<file path="src/rtl/keypad_pkg.sv">
// Package: keypad_pkg
// Shared definitions for the 4x4 Pmod KYPD scanner:
//   scan_state_t   debounce FSM states (IDLE, PRESS_CHK, HELD, REL_CHK)
//   KEYMAP         16-entry keycap table indexed by {row, col}
//   KEY_ENTER      keycap that commits a time entry (A)
//   KEY_CLEAR      keycap that clears the entry buffer (C)
//   keymap_lookup  row/column index -> keycap hex value
package keypad_pkg;

  typedef enum logic [1:0] {
    ST_IDLE,
    ST_PRESS_CHK,
    ST_HELD,
    ST_REL_CHK
  } scan_state_t;

  // Entry {r,c} sits at index r*4+c; listed from index 15 down to 0.
  // Rows: r0: 1 2 3 A | r1: 4 5 6 B | r2: 7 8 9 C | r3: 0 F E D
  localparam logic [15:0][3:0] KEYMAP = {
    4'hD, 4'hE, 4'hF, 4'h0,
    4'hC, 4'h9, 4'h8, 4'h7,
    4'hB, 4'h6, 4'h5, 4'h4,
    4'hA, 4'h3, 4'h2, 4'h1
  };

  localparam logic [3:0] KEY_ENTER = 4'hA;
  localparam logic [3:0] KEY_CLEAR = 4'hC;

  function automatic logic [3:0] keymap_lookup(input logic [1:0] r, input logic [1:0] c);
    return KEYMAP[{r, c}];
  endfunction

endpackage

</file>
<file path="src/rtl/keypad_col_driver.sv">
// Module: keypad_col_driver
// Drives the keypad columns one at a time (active-low) and tells the
// scanner when to sample the rows.
//   clk, reset  clock, asynchronous active-high reset
//   col         column drive, exactly one bit low; 1110 after reset
//   col_idx     index of the column currently driven low
//   sample      high on the last dwell cycle of each column
module keypad_col_driver #(
  parameter int unsigned DWELL = 10
) (
  input  logic       clk,
  input  logic       reset,
  output logic [3:0] col,
  output logic [1:0] col_idx,
  output logic       sample
);
  import keypad_pkg::*;

  localparam int unsigned CW = (DWELL > 1) ? $clog2(DWELL) : 1;
  localparam logic [CW-1:0] LAST = CW'(DWELL - 1);

  logic [CW-1:0] dwell_cnt;

  assign sample = (dwell_cnt == LAST);

  always_ff @(posedge clk or posedge reset) begin
    if (reset) begin
      dwell_cnt <= '0;
      col_idx   <= '0;
      col       <= 4'b1110;
    end else if (sample) begin
      dwell_cnt <= '0;
      col_idx   <= col_idx + 2'd1;
      col       <= {col[2:0], col[3]};
    end else begin
      dwell_cnt <= dwell_cnt + 1'b1;
    end
  end

endmodule

</file>
<file path="src/rtl/pmod_keypad_scanner.sv">
// Module: pmod_keypad_scanner
// Scans a 4x4 Pmod KYPD, debounces across full scans and delivers one key
// code per press on a valid/ready handshake.
//   clk, reset     clock, asynchronous active-high reset
//   row            keypad rows, active-low (external pull-ups)
//   col            keypad columns, active-low, one low at a time
//   key_code       confirmed keycap hex value
//   key_valid      key_code holds an unconsumed key
//   key_ready      consumer accepts; transfer on key_valid && key_ready
//   key_held       a confirmed key is still physically pressed
//   overflow       1-cycle pulse: confirmed key dropped, previous still pending
//   entry_minutes  assembled minutes 0..59 (KEYPAD_TIME_ENTRY_EN)
//   entry_seconds  assembled seconds 0..59 (KEYPAD_TIME_ENTRY_EN)
//   entry_valid    1-cycle pulse on a successful commit (KEYPAD_TIME_ENTRY_EN)
// Build option: define KEYPAD_TIME_ENTRY_EN to include the MmSs time-entry
// accumulator; otherwise the entry outputs are tied to zero.
module pmod_keypad_scanner #(
  parameter int unsigned CLK_FREQ       = 100_000_000,
  parameter int unsigned SCAN_HZ        = 1_000,
  parameter int unsigned DEBOUNCE_SCANS = 4
) (
  input  logic       clk,
  input  logic       reset,
  input  logic [3:0] row,
  output logic [3:0] col,
  output logic [3:0] key_code,
  output logic       key_valid,
  input  logic       key_ready,
  output logic       key_held,
  output logic       overflow,
  output logic [5:0] entry_minutes,
  output logic [5:0] entry_seconds,
  output logic       entry_valid
);
  import keypad_pkg::*;

  localparam int unsigned DWELL = CLK_FREQ / SCAN_HZ;
  localparam logic [3:0]  DEB   = 4'(DEBOUNCE_SCANS);

  logic [3:0]  row_meta, row_sync;
  logic [1:0]  col_idx;
  logic        sample;

  logic [1:0]  col_hits, col_row;
  logic [3:0]  col_key;
  logic [2:0]  hit_sum;
  logic [1:0]  scan_hits;
  logic [3:0]  scan_key;
  logic [1:0]  acc_hits;
  logic [3:0]  acc_key;
  logic        scan_done, scan_one;

  scan_state_t state, state_nxt;
  logic [3:0]  cnt, cnt_nxt, cand, cand_nxt, cnt_inc;
  logic        confirm, release_done;

  keypad_col_driver #(.DWELL(DWELL)) u_col_driver (
    .clk     (clk),
    .reset   (reset),
    .col     (col),
    .col_idx (col_idx),
    .sample  (sample)
  );

  always_ff @(posedge clk or posedge reset) begin
    if (reset) begin
      row_meta <= '1;
      row_sync <= '1;
    end else begin
      row_meta <= row;
      row_sync <= row_meta;
    end
  end

  // Hit counts saturate at 2: anything beyond one pressed switch per scan
  // is MULTI and handled like NONE.
  always_comb begin
    col_hits = 2'd0;
    col_row  = 2'd0;
    for (int unsigned r = 0; r < 4; r++) begin
      if (!row_sync[r]) begin
        col_hits = (col_hits == 2'd0) ? 2'd1 : 2'd2;
        col_row  = 2'(r);
      end
    end
    col_key = keymap_lookup(col_row, col_idx);
    hit_sum = {1'b0, acc_hits} + {1'b0, col_hits};
    if (col_idx == 2'd0) begin
      scan_hits = col_hits;
      scan_key  = col_key;
    end else begin
      scan_hits = (hit_sum >= 3'd2) ? 2'd2 : hit_sum[1:0];
      scan_key  = (col_hits == 2'd1) ? col_key : acc_key;
    end
  end

  assign scan_done = sample && (col_idx == 2'd3);
  assign scan_one  = (scan_hits == 2'd1);

  always_ff @(posedge clk or posedge reset) begin
    if (reset) begin
      acc_hits <= '0;
      acc_key  <= '0;
    end else if (sample) begin
      acc_hits <= scan_hits;
      acc_key  <= scan_key;
    end
  end

  always_ff @(posedge clk or posedge reset) begin
    if (reset) begin
      state <= ST_IDLE;
      cnt   <= '0;
      cand  <= '0;
    end else begin
      state <= state_nxt;
      cnt   <= cnt_nxt;
      cand  <= cand_nxt;
    end
  end

  assign cnt_inc = cnt + 4'd1;

  always_comb begin
    state_nxt    = state;
    cnt_nxt      = cnt;
    cand_nxt     = cand;
    confirm      = 1'b0;
    release_done = 1'b0;
    if (scan_done) begin
      unique case (state)
        ST_IDLE: begin
          if (scan_one) begin
            cand_nxt = scan_key;
            if (DEB == 4'd1) begin
              confirm   = 1'b1;
              state_nxt = ST_HELD;
              cnt_nxt   = '0;
            end else begin
              cnt_nxt   = 4'd1;
              state_nxt = ST_PRESS_CHK;
            end
          end
        end
        ST_PRESS_CHK: begin
          if (scan_one && scan_key == cand) begin
            if (cnt_inc == DEB) begin
              confirm   = 1'b1;
              state_nxt = ST_HELD;
              cnt_nxt   = '0;
            end else begin
              cnt_nxt = cnt_inc;
            end
          end else begin
            state_nxt = ST_IDLE;
            cnt_nxt   = '0;
          end
        end
        ST_HELD: begin
          if (!scan_one) begin
            if (DEB == 4'd1) begin
              release_done = 1'b1;
              state_nxt    = ST_IDLE;
              cnt_nxt      = '0;
            end else begin
              state_nxt = ST_REL_CHK;
              cnt_nxt   = 4'd1;
            end
          end
        end
        ST_REL_CHK: begin
          if (scan_one) begin
            state_nxt = ST_HELD;
            cnt_nxt   = '0;
          end else if (cnt_inc == DEB) begin
            release_done = 1'b1;
            state_nxt    = ST_IDLE;
            cnt_nxt      = '0;
          end else begin
            cnt_nxt = cnt_inc;
          end
        end
        default: begin
          state_nxt = ST_IDLE;
          cnt_nxt   = '0;
        end
      endcase
    end
  end

  // A confirm in the same cycle as a transfer reuses the freed slot.
  always_ff @(posedge clk or posedge reset) begin
    if (reset) begin
      key_code  <= '0;
      key_valid <= 1'b0;
      key_held  <= 1'b0;
      overflow  <= 1'b0;
    end else begin
      overflow <= confirm && key_valid && !key_ready;
      if (confirm && (!key_valid || key_ready)) begin
        key_code  <= scan_key;
        key_valid <= 1'b1;
      end else if (key_valid && key_ready) begin
        key_valid <= 1'b0;
      end
      if (confirm) begin
        key_held <= 1'b1;
      end else if (release_done) begin
        key_held <= 1'b0;
      end
    end
  end

`ifdef KEYPAD_TIME_ENTRY_EN
  logic [15:0] entry_buf;
  logic [6:0]  buf_mins, buf_secs;

  assign buf_mins = 7'(entry_buf[15:12]) * 7'd10 + 7'(entry_buf[11:8]);
  assign buf_secs = 7'(entry_buf[7:4])   * 7'd10 + 7'(entry_buf[3:0]);

  always_ff @(posedge clk or posedge reset) begin
    if (reset) begin
      entry_buf     <= '0;
      entry_minutes <= '0;
      entry_seconds <= '0;
      entry_valid   <= 1'b0;
    end else begin
      entry_valid <= 1'b0;
      if (confirm) begin
        if (scan_key <= 4'd9) begin
          entry_buf <= {entry_buf[11:0], scan_key};
        end else if (scan_key == KEY_CLEAR) begin
          entry_buf <= '0;
        end else if (scan_key == KEY_ENTER) begin
          if (buf_mins <= 7'd59 && buf_secs <= 7'd59) begin
            entry_minutes <= buf_mins[5:0];
            entry_seconds <= buf_secs[5:0];
            entry_valid   <= 1'b1;
          end else begin
            entry_buf <= '0;
          end
        end
      end
    end
  end
`else
  assign entry_minutes = '0;
  assign entry_seconds = '0;
  assign entry_valid   = 1'b0;
`endif

endmodule
</file>
<file path="config.mk">
export PLATFORM = sky130hd
export DESIGN_NAME = pmod_keypad_scanner
export DESIGN_NICKNAME = d
export VERILOG_FILES = /design/src/rtl/keypad_pkg.sv /design/src/rtl/keypad_col_driver.sv /design/src/rtl/pmod_keypad_scanner.sv
export SDC_FILE = /design/constraint.sdc
export NUM_CORES = 1
export LEC_CHECK = 0
export CORE_MARGIN = 5
export CORE_UTILIZATION = 45
export DETAILED_ROUTE_END_ITERATION = 10
export DONT_BUFFER_PORTS = 1
export RECOVER_POWER = 50
export SYNTH_ARGS = -nofsm -noshare
export SYNTH_HDL_FRONTEND = slang
export SYNTH_HIERARCHICAL = 1
export SYNTH_SLANG_ARGS = --single-unit
</file>
<file path="constraint.sdc">
create_clock -name clk -period 3.7 [get_ports clk]
set_input_delay 0.555 -clock clk [delete_from_list [all_inputs] [get_ports clk]]
set_output_delay 0.555 -clock clk [all_outputs]
set_load 0.05 [all_outputs]
</file>
==> impl_metrics.py, run 1 <==
metrics = {
    "grt": {
        "overflow": 0,
        "grt_max_degree": 26,
        "grt_pass1_vias": 1976,
        "track_usage_pct": 13.3,
        "grt_pass1_wl_um": 9230,
        "antenna_found_initial": 0,
    },
    "timing": {
        "hold_violations": 0,
        "worst_slew_pin_slew_ns": 1.11,
        "maxSlewHeadroom_pct": 26.2,
        "clock_skew_ns": 0.00837,
        "layout_setup_ws_ns": 0.222,
        "min_period_ns": 3.48,
        "max_freq_mhz": 288,
        "slew_viol_final": 0,
        "final-setup-viol-count": 0,
        "timing.final.crit_share_pct": 94.0,
    },
    "clock_network": {
        "cts_root_buffer": "clkbuf_8",
        "cts_tree": "built",
        "clkSlewWorstSetupHoldPaths_ns": 0.10,
        "hold_buffers": 0,
        "cts_max_level": 2,
        "clock_latency_ns": 0.31,
        "cts.sinks": 54,
        "numCtsBuffers": 5,
        "cts_max_path_buffers": 2,
    },
    "placement": {
        "pre_cts_slack_ns": 0.131,
        "dp_hpwl_um": 3820,
        "portBuffers": 0,
        "gp_congestion": 0.841,
    },
    "yosys": {
        "seq_area_frac_synth_pct": 45.9,
        "avgSynthCellArea_um2": 10.3,
        "ys_seq_elements": 54,
        "syn_area_um2": 2970,
        "ys_warn_count": 6,
        "synth_enable_flop_cells": 0,
        "yosys.cell_types.count": 59,
        "postSynth.asyncResetShare_pct": 100,
        "synth_flop_cell": "dfrtp_1",
        "syn_inst": 288,
    },
    "pwr": {
        "peakVddDrop_v": 0.000251,
        "pwr_density_cell_nw_per_um2": 352,
        "p_leak_nw": 1.40,
        "total_power_mw": 1.10,
    },
    "routing": {
        "vias": 1996,
        "initialDrtViolationCount": 58,
        "dr.pass1.iters": 4,
        "ant_nets": 0,
        "detail_route.wl_per_cell_um": 14.1,
        "drc": 0,
        "vias_per_cell": 5.37,
        "finalWirelength_um": 5250,
    },
    "worst_hold_path": {
        "hold_class": "input pin to async pin",
    },
    "die": {
        "initial_utilization_pct": 46.6,
        "die_h_um": 91.3,
        "die_w_um": 91.3,
        "dieArea_um2": 8330,
        "placement_rows": 29,
        "coreArea_um2": 6390,
        "ios": 31,
    },
    "cells_and_area": {
        "drive_gt1_share_pct": 15.3,
        "areaGrowthSynthToFinish_pct": 5.18,
        "diodes": 0,
        "nets": 313,
        "fillerInstances": 578,
    },
    "worst_setup_path": {
        "arrival_ns": 3.70,
        "cp_data_required_time_ns": 3.92,
        "cp-startpoint": "row_sync[1]$_DFF_PP1_",
        "cp_max_fo": 8,
        "start_kind": "flop",
        "endpoint_kind": "flop",
        "r2r_start": "row_sync[1]$_DFF_PP1_",
        "critical_path_class": "flop to flop",
    },
    "status": {
        "status": "finished, final reports clean",
    },
    "flow_run": {
        "maxCapViolations": 0,
    },
}
==> timing repair <==
action	in CTS	in global routing
endpoints found under the setup margin	0	6
gates resized for setup	0	3
setup buffers	0	2
==> layout make-up <==
cell class / instances / area [um2] / share of cell area [%]
Multi-Input combinational cell: 209 / 1430 / 45.7
Sequential cell: 54 / 1370 / 43.7
Tap cell: 77 / 96.3 / 3.08
Clock buffer: 5 / 68.8 / 2.20
Timing Repair Buffer: 9 / 63.8 / 2.04
Inverter: 15 / 56.3 / 1.80
Clock inverter: 3 / 47.5 / 1.52
==> flip-flops by register name (all words and copies together) (netlist names) <==
| name | flops |
|---|---|
| u_col_driver/dwell_cnt | 17 |
| acc_key | 4 |
| cand | 4 |
| cnt | 4 |
| key_code | 4 |
| row_meta | 4 |
| row_sync | 4 |
| u_col_driver/col | 4 |
| acc_hits | 2 |
| state | 2 |
| u_col_driver/col_idx | 2 |
| key_held | 1 |
| key_valid | 1 |
| overflow | 1 |
==> layout by cell type, fill, tap and decap left out, types with 8 or more instances in the layout <==
cell     count
conb_1      13
dfstp_2     11
buf_4        8
nand3_1      9
inv_1       15
a21oi_1     12
o21ai_0     11
dfrtp_1     43
nor2_1      20
xnor2_1     12
ha_1        11
nand2_1     26
==> through the flow <==
stage / instance area, um2 / TNS [ns] / util [%] / cells / hold WS (ns)
final: 3130 / 0 / 49.0 / 372 / 0.108
after global routing: 3130 / -0.00456 / 49.0 / 372 / 0.126
after CTS: 3100 / 0 / 48.6 / 370 / 0.125
after detailed placement: 2980 / 0 / 46.7 / 362 / 0.350
after global placement: 2980 / 0 / 46.7 / 362 / 0.347
after floorplan: 3020 / 0 / - / 300 / 0.345
==> where the power goes <==
| group | total, mW | internal (mW) | switching, mW |
|---|---|---|---|
| clock network | 0.411 | 0.205 | 0.205 |
| logic | 0.0874 | 0.0223 | 0.0652 |
| registers | 0.603 | 0.598 | 0.00503 |
==> synthesized netlist by cell type, types with 3 or more instances <==
cell type  count  area (um2)
a21oi_1       12        60.1
a31oi_1        6        37.5
buf_4         14         105
buf_6          4        45.0
dfrtp_1       43        1080
dfstp_2       11         289
ha_1          11         138
inv_1         15        56.3
mux2_2         6        67.6
mux2i_1        4        40.0
nand2_1       26        97.6
nand2b_1       3        18.8
nand3_1        9        45.0
nand4_1        7        43.8
nor2_1        20        75.1
nor3_1         6        30.0
nor3b_1        4        30.0
o21ai_0       11        55.1
o22ai_1        3        18.8
or4_1          3        22.5
xnor2_1       12         105
xor2_1         7        61.3
==> worst paths after layout <==
kind / slack, ns / to / cells past startpoint
setup / recovery: 0.22 / cnt[2]$_DFFE_PP0P_ / 16
hold / removal: 0.11 / state[0]$_DFFE_PP0P_ / 1
setup reg to reg: 0.22 / cnt[2]$_DFFE_PP0P_ / 16
hold reg to reg: 0.36 / row_sync[2]$_DFF_PP1_ / 0
max in group asynchronous: 2.24 / acc_hits[0]$_DFFE_PP0P_ / 2
min in group clk: 0.23 / row_meta[1]$_DFF_PP1_ / 0
==> critical path, stage by stage (launching register included) <==
cell and delay, ns:
dfstp_2 0.57, inv_1 0.05, ha_1 0.19, or2b_1 0.24, o22ai_1 0.13, o21a_1 0.15
ha_1 0.14, inv_1 0.04, fa_1 0.48, nand2_1 0.09, nor3b_2 0.22, a31oi_1 0.11
nor3b_2 0.24, and4_1 0.22, buf_4 0.16, o21ai_1 0.07, o311ai_1 0.28
==> per-layer routing <==
metal	vias up	track usage (%)	part of all wire, %	routed length, um
li1	1006	-	-	-
met1	957	16.9	46	2410
met2	25	22.2	49	2590
met3	8	2.64	2.8	146
met4	0	5.13	1.8	96
met5	-	0	0	0
==> kinds of logic after synthesis <==
family / Yosys count / synth area share (%)
multiplexers: 12 / 4.59
flip-flops: 54 / 45.9
buffers and inverters: 37 / 8.04
AND/OR/NAND/NOR: 102 / 19.2
AO/OA/AOI/OAI: 50 / 10.7
other: 1 / 0.126
XOR/XNOR: 20 / 6.14
adder cells (fa/ha/maj): 12 / 5.30
Power figures use the tool's default switching activity.
==> run 2: changes to the inputs <==
--- a/config.mk
+++ b/config.mk
@@ -5,7 +5,7 @@
 export SDC_FILE = /design/constraint.sdc
 export NUM_CORES = 1
 export LEC_CHECK = 0
-export CORE_MARGIN = 5
+export CORE_MARGIN = 2
 export CORE_UTILIZATION = 45
 export DETAILED_ROUTE_END_ITERATION = 10
 export DONT_BUFFER_PORTS = 1
==> constraint.sdc (replaced) <==
create_clock -name clk -period 3.4 [get_ports clk]
set_input_delay 0.51 -clock clk [delete_from_list [all_inputs] [get_ports clk]]
set_output_delay 0.51 -clock clk [all_outputs]
set_load 0.05 [all_outputs]
==> impl_metrics.py, run 2 (synthesis results as in run 1) <==
metrics = {
    "status": {
        "status": "finished, final reports clean",
    },
    "timing": {
        "rsz0062_at_grt": "true",
        "layout_setup_ws_ns": 0.000502,
        "max_freq_mhz": 294,
        "min_period_ns": 3.40,
        "fin_hold_ws_ns": 0.187,
        "worst_slew_pin_slew_ns": 0.853,
        "timing.final.crit_share_pct": 100,
        "slew_viol_final": 0,
        "final-setup-viol-count": 0,
        "hold_violations": 0,
        "maxSlewHeadroom_pct": 43.0,
        "clock_skew_ns": 0.00815,
    },
    "pwr": {
        "p_leak_nw": 1.47,
        "seq_power_share_pct": 57.5,
        "intPower_uw": 834,
        "clkPwrFrac_pct": 33.2,
        "p_sw_share_pct": 26.9,
        "p_comb_share_pct": 9.3,
        "total_power_mw": 1.14,
        "pwr_density_cell_nw_per_um2": 350,
        "power.net_switching_uw": 306,
        "peakVddDrop_v": 0.000196,
    },
    "cells_and_area": {
        "areaGrowthSynthToFinish_pct": 9.60,
        "layout.cells.non_filler": 381,
        "mostFrequentLayoutCells": "dfrtp_1 (43), nand2_1 (23), nor2_1 (19)",
        "final_common_cell": "dfrtp_1",
        "largest_register_ff_count": 17,
        "top_register": "u_col_driver/dwell_cnt",
        "fin_util_pct": 51.0,
        "drive_gt1_share_pct": 23.4,
        "fillerInstances": 572,
        "diodes": 0,
        "nets": 322,
    },
    "clock_network": {
        "cts_root_buffer": "clkbuf_8",
        "clkSlewWorstSetupHoldPaths_ns": 0.11,
        "hold_buffers": 0,
        "numCtsBuffers": 5,
        "clock_latency_ns": 0.31,
        "cts.sinks": 54,
        "cts_tree": "built",
        "cts_max_path_buffers": 2,
        "cts_max_level": 2,
    },
    "routing": {
        "vias_per_cell": 5.41,
        "detail_route.wl_per_cell_um": 14.2,
        "finalWirelength_um": 5410,
        "vias": 2060,
        "initialDrtViolationCount": 130,
        "drc": 0,
        "dr.pass1.iters": 4,
        "ant_nets": 0,
    },
    "grt": {
        "grt_pass1_vias": 1997,
        "track_usage_pct": 15.8,
        "grt_pass1_wl_um": 9260,
        "grt_max_degree": 25,
        "antenna_found_initial": 0,
        "overflow": 0,
    },
    "placement": {
        "gp_congestion": 0.756,
        "pre_cts_slack_ns": 0.0242,
        "placed_cells": 368,
        "dp_hpwl_um": 3860,
        "portBuffers": 0,
    },
    "worst_setup_path": {
        "path_cells": "inv_2 > ha_4 > or2b_1 > o22ai_1 > o21a_1 > ha_2 > inv_2 > fa_1 > nand2_2 > nor3b_2 > a31oi_2 > nor3b_2 > and4_1 > and3_4 > mux2_4",
        "cp_data_required_time_ns": 3.61,
        "endpoint_kind": "flop",
        "max_stage_delay_ns": 0.57,
        "critical_path_class": "flop to flop",
        "crit_slowest_cell": "dfstp_2",
        "crit_buf_inv": 2,
        "cp_max_fo": 4,
        "arrival_ns": 3.61,
        "start_kind": "flop",
        "cpLargestDelayFamily": "simple AND/OR/NAND/NOR gates",
    },
    "die": {
        "ios": 31,
        "die_h_um": 85.3,
        "die_w_um": 85.3,
        "dieArea_um2": 7270,
        "coreArea_um2": 6390,
        "initial_utilization_pct": 46.6,
        "placement_rows": 29,
    },
    "worst_hold_path": {
        "hold_class": "input pin to flop",
    },
    "flow_run": {
        "maxCapViolations": 0,
    },
}
## run 2: cell type report
class / instances / area, um2 / share of cell area [%]
flip-flops and latches: 54 / 1370 / 41.9
multi-input cells: 209 / 1500 / 46.1
clock inverters: 3 / 26.3 / 0.806
repair buffers: 18 / 143 / 4.38
inverters: 15 / 56.3 / 1.73
well taps: 77 / 96.3 / 2.96
clock buffers: 5 / 68.8 / 2.11
## run 2: timing repair
| item | in CTS | in global routing |
|---|---|---|
| resized for setup | 0 | 20 |
| buffers inserted | 0 | 6 |
| pin swaps | 1 | 7 |
| endpoints found under the setup margin | 2 | 15 |
| gates cloned | 0 | 0 |
## run 2: final timing paths
kind                                             from                       to  slack, ns  depth (start not counted)
min in group asynchronous                       reset       overflow$_DFF_PP0_       0.24                          1
worst min register to register  row_meta[0]$_DFF_PP1_    row_sync[0]$_DFF_PP1_       0.36                          0
worst max-delay path            row_sync[1]$_DFF_PP1_  key_code[0]$_DFFE_PP0P_     0.0005                         15
worst min-delay path                           row[3]    row_meta[3]$_DFF_PP1_       0.19                          0
worst max register to register  row_sync[1]$_DFF_PP1_  key_code[0]$_DFFE_PP0P_     0.0005                         15
max in group asynchronous                       reset    row_sync[2]$_DFF_PP1_       2.41                          2
## run 2: power groups by stage
stage / clock, mW / sequential [mW] / combinational, mW
floorplan: 0 / 0.665 / 0.0968
global placement: 0 / 0.667 / 0.102
detailed placement: 0 / 0.667 / 0.103
CTS: 0.397 / 0.656 / 0.103
global route: 0.417 / 0.656 / 0.118
finish: 0.379 / 0.655 / 0.106
## run 2: layer usage
layer	wire length (um)	up-vias	track usage, %
li1	-	1012	-
met1	2490	1005	20.0
met2	2620	34	26.5
met3	200	9	3.70
met4	98	0	5.48
met5	0	-	0
## run 2: through the flow
stage | instance area, um2 | TNS, ns
final | 3260 | 0
after global routing | 3260 | -1.20
after CTS | 3160 | 0
after detailed placement | 3060 | 0
after global placement | 3060 | 0
after floorplan | 3050 | -0.0141
==> run 3: changes to the inputs <==
--- a/config.mk
+++ b/config.mk
@@ -5,6 +5,7 @@
 export SDC_FILE = /design/constraint.sdc
 export NUM_CORES = 1
 export LEC_CHECK = 0
+export CAP_MARGIN = 20
 export CORE_MARGIN = 2
 export CORE_UTILIZATION = 45
 export DETAILED_ROUTE_END_ITERATION = 10
==> constraint.sdc (replaced) <==
create_clock -name clk -period 3.7 [get_ports clk]
set_input_delay 0.555 -clock clk [delete_from_list [all_inputs] [get_ports clk]]
set_output_delay 0.555 -clock clk [all_outputs]
set_load 0.05 [all_outputs]
==> impl_metrics.py, run 3 (synthesis results as in run 1) <==
metrics = {
    "status": {
        "status": "finished, final reports clean",
    },
    "die": {
        "coreArea_um2": 6390,
        "initial_utilization_pct": 46.6,
        "placement_rows": 29,
        "die_w_um": 85.3,
        "dieArea_um2": 7270,
        "ios": 31,
        "die_h_um": 85.3,
    },
    "timing": {
        "max_freq_mhz": 291,
        "worst_slew_pin_slew_ns": 1.07,
        "maxSlewHeadroom_pct": 28.8,
        "fin_hold_ws_ns": 0.139,
        "layout_setup_ws_ns": 0.264,
        "timing.final.crit_share_pct": 92.9,
        "tns_ns": 0,
        "clock_skew_ns": 0.00849,
        "min_period_ns": 3.44,
        "final-setup-viol-count": 0,
        "slew_viol_final": 0,
        "rsz0062_at_grt": "false",
        "hold_violations": 0,
    },
    "worst_setup_path": {
        "critical_path_class": "flop to flop",
        "cp-startpoint": "row_sync[1]$_DFF_PP1_",
        "start_kind": "flop",
        "r2r_setup_slack_ns": 0.26,
        "r2r_start": "row_sync[1]$_DFF_PP1_",
        "worstSetupEndpoint": "key_code[0]$_DFFE_PP0P_",
        "rr_worst_depth": 15,
        "timing.rr.end": "key_code[0]$_DFFE_PP0P_",
        "endpoint_kind": "flop",
        "cp_data_required_time_ns": 3.90,
        "cp_max_fo": 5,
        "arrival_ns": 3.64,
    },
    "clock_network": {
        "cts_max_level": 2,
        "hold_buffers": 0,
        "cts.sinks": 54,
        "cts_tree": "built",
        "cts_max_path_buffers": 2,
        "numCtsBuffers": 5,
        "cts_root_buffer": "clkbuf_8",
        "clock_latency_ns": 0.31,
        "clkSlewWorstSetupHoldPaths_ns": 0.11,
    },
    "cells_and_area": {
        "areaGrowthSynthToFinish_pct": 4.33,
        "multi_input_comb_area_um2": 1430,
        "diodes": 0,
        "mostFrequentLayoutCells": "dfrtp_1 (43), nand2_1 (26), nor2_1 (20)",
        "nets": 312,
        "drive_gt1_share_pct": 15.0,
        "register_area_um2": 1370,
        "fillerInstances": 599,
        "top_register": "u_col_driver/dwell_cnt",
        "postLayoutCellArea_um2": 3100,
        "largest_register_ff_count": 17,
        "final_common_cell": "dfrtp_1",
        "layout.cells.non_filler": 371,
        "fin_util_pct": 48.6,
    },
    "grt": {
        "grt_max_degree": 25,
        "grt_pass1_vias": 1994,
        "grt_pass1_wl_um": 9230,
        "overflow": 0,
        "track_usage_pct": 15.4,
        "antenna_found_initial": 0,
    },
    "pwr": {
        "total_power_mw": 1.04,
        "pwr_density_cell_nw_per_um2": 336,
        "power.net_switching_uw": 280,
        "p_comb_share_pct": 8.3,
        "peakVddDrop_v": 0.000194,
        "clkPwrFrac_pct": 33.7,
        "p_sw_share_pct": 26.8,
        "p_leak_nw": 1.39,
        "seq_power_share_pct": 57.9,
        "intPower_uw": 762,
    },
    "placement": {
        "post_dp_cell_area_um2": 2980,
        "gp_congestion": 0.770,
        "placed_cells": 361,
        "pre_cts_slack_ns": 0.123,
        "dp_hpwl_um": 3710,
        "portBuffers": 0,
    },
    "worst_hold_path": {
        "hold_class": "input pin to async pin",
    },
    "routing": {
        "vias_per_cell": 5.43,
        "drc": 0,
        "finalWirelength_um": 5130,
        "initialDrtViolationCount": 92,
        "detail_route.wl_per_cell_um": 13.8,
        "ant_nets": 0,
        "dr.pass1.iters": 4,
        "vias": 2014,
    },
    "flow_run": {
        "maxCapViolations": 0,
    },
}
==> run 3: worst min path at each step <==
| stage | from | endpoint | slack (ns) |
|---|---|---|---|
| 2_1_floorplan | row_meta[0]$_DFF_PP1_ | row_sync[0]$_DFF_PP1_ | 0.35 |
| 3_3_place_gp | row_meta[3]$_DFF_PP1_ | row_sync[3]$_DFF_PP1_ | 0.35 |
| 3_5_place_dp | row_meta[0]$_DFF_PP1_ | row_sync[0]$_DFF_PP1_ | 0.35 |
| 4_1_cts | reset | overflow$_DFF_PP0_ | 0.15 |
| 5_1_grt | reset | overflow$_DFF_PP0_ | 0.16 |
| 6_report | reset | key_valid$_DFFE_PP0P_ | 0.14 |
==> run 3: per-layer routing <==
layer / wire, um / vias up / global-route usage [%]
met5: 0 / - / 0
met4: 79 / 0 / 4.62
met3: 131 / 9 / 2.72
met2: 2500 / 32 / 25.5
met1: 2420 / 973 / 20.6
li1: - / 1000 / -
==> run 3: power by group through the flow <==
| stage | sequential (mW) | clock [mW] | combinational [mW] |
|---|---|---|---|
| 2_1_floorplan | 0.611 | 0 | 0.0862 |
| 5_1_grt | 0.605 | 0.388 | 0.0959 |
| 3_5_place_dp | 0.615 | 0 | 0.0837 |
| 3_3_place_gp | 0.614 | 0 | 0.0830 |
| 6_report | 0.603 | 0.351 | 0.0869 |
| 4_1_cts | 0.604 | 0.367 | 0.0841 |
==> run 3: what timing repair did <==
item | CTS | global route
gates resized for setup | 0 | 4
endpoints found under the setup margin | 0 | 14
setup buffers | 0 | 2
==> run 3: cell type report <==
cell class              instances  share of cell area [%]
well taps                      77                    3.11
clock inverters                 3                   0.928
flip-flops and latches         54                    44.0
repair buffers                  8                    1.82
multi-input cells             209                    46.1
clock buffers                   5                    2.22
inverters                      15                    1.82
==> run 3: worst max-delay path, cell delays in order, from the launching register on <==
cell and delay, ns:
dfstp_2 0.58, inv_1 0.05, ha_1 0.19, or2b_1 0.25
o22ai_2 0.11, o21a_1 0.16, ha_1 0.15, inv_1 0.05
fa_1 0.47, nand2_1 0.08, nor3b_2 0.18, a31oi_1 0.10
nor3b_2 0.23, and4_1 0.23, and3_4 0.21, mux2_4 0.29
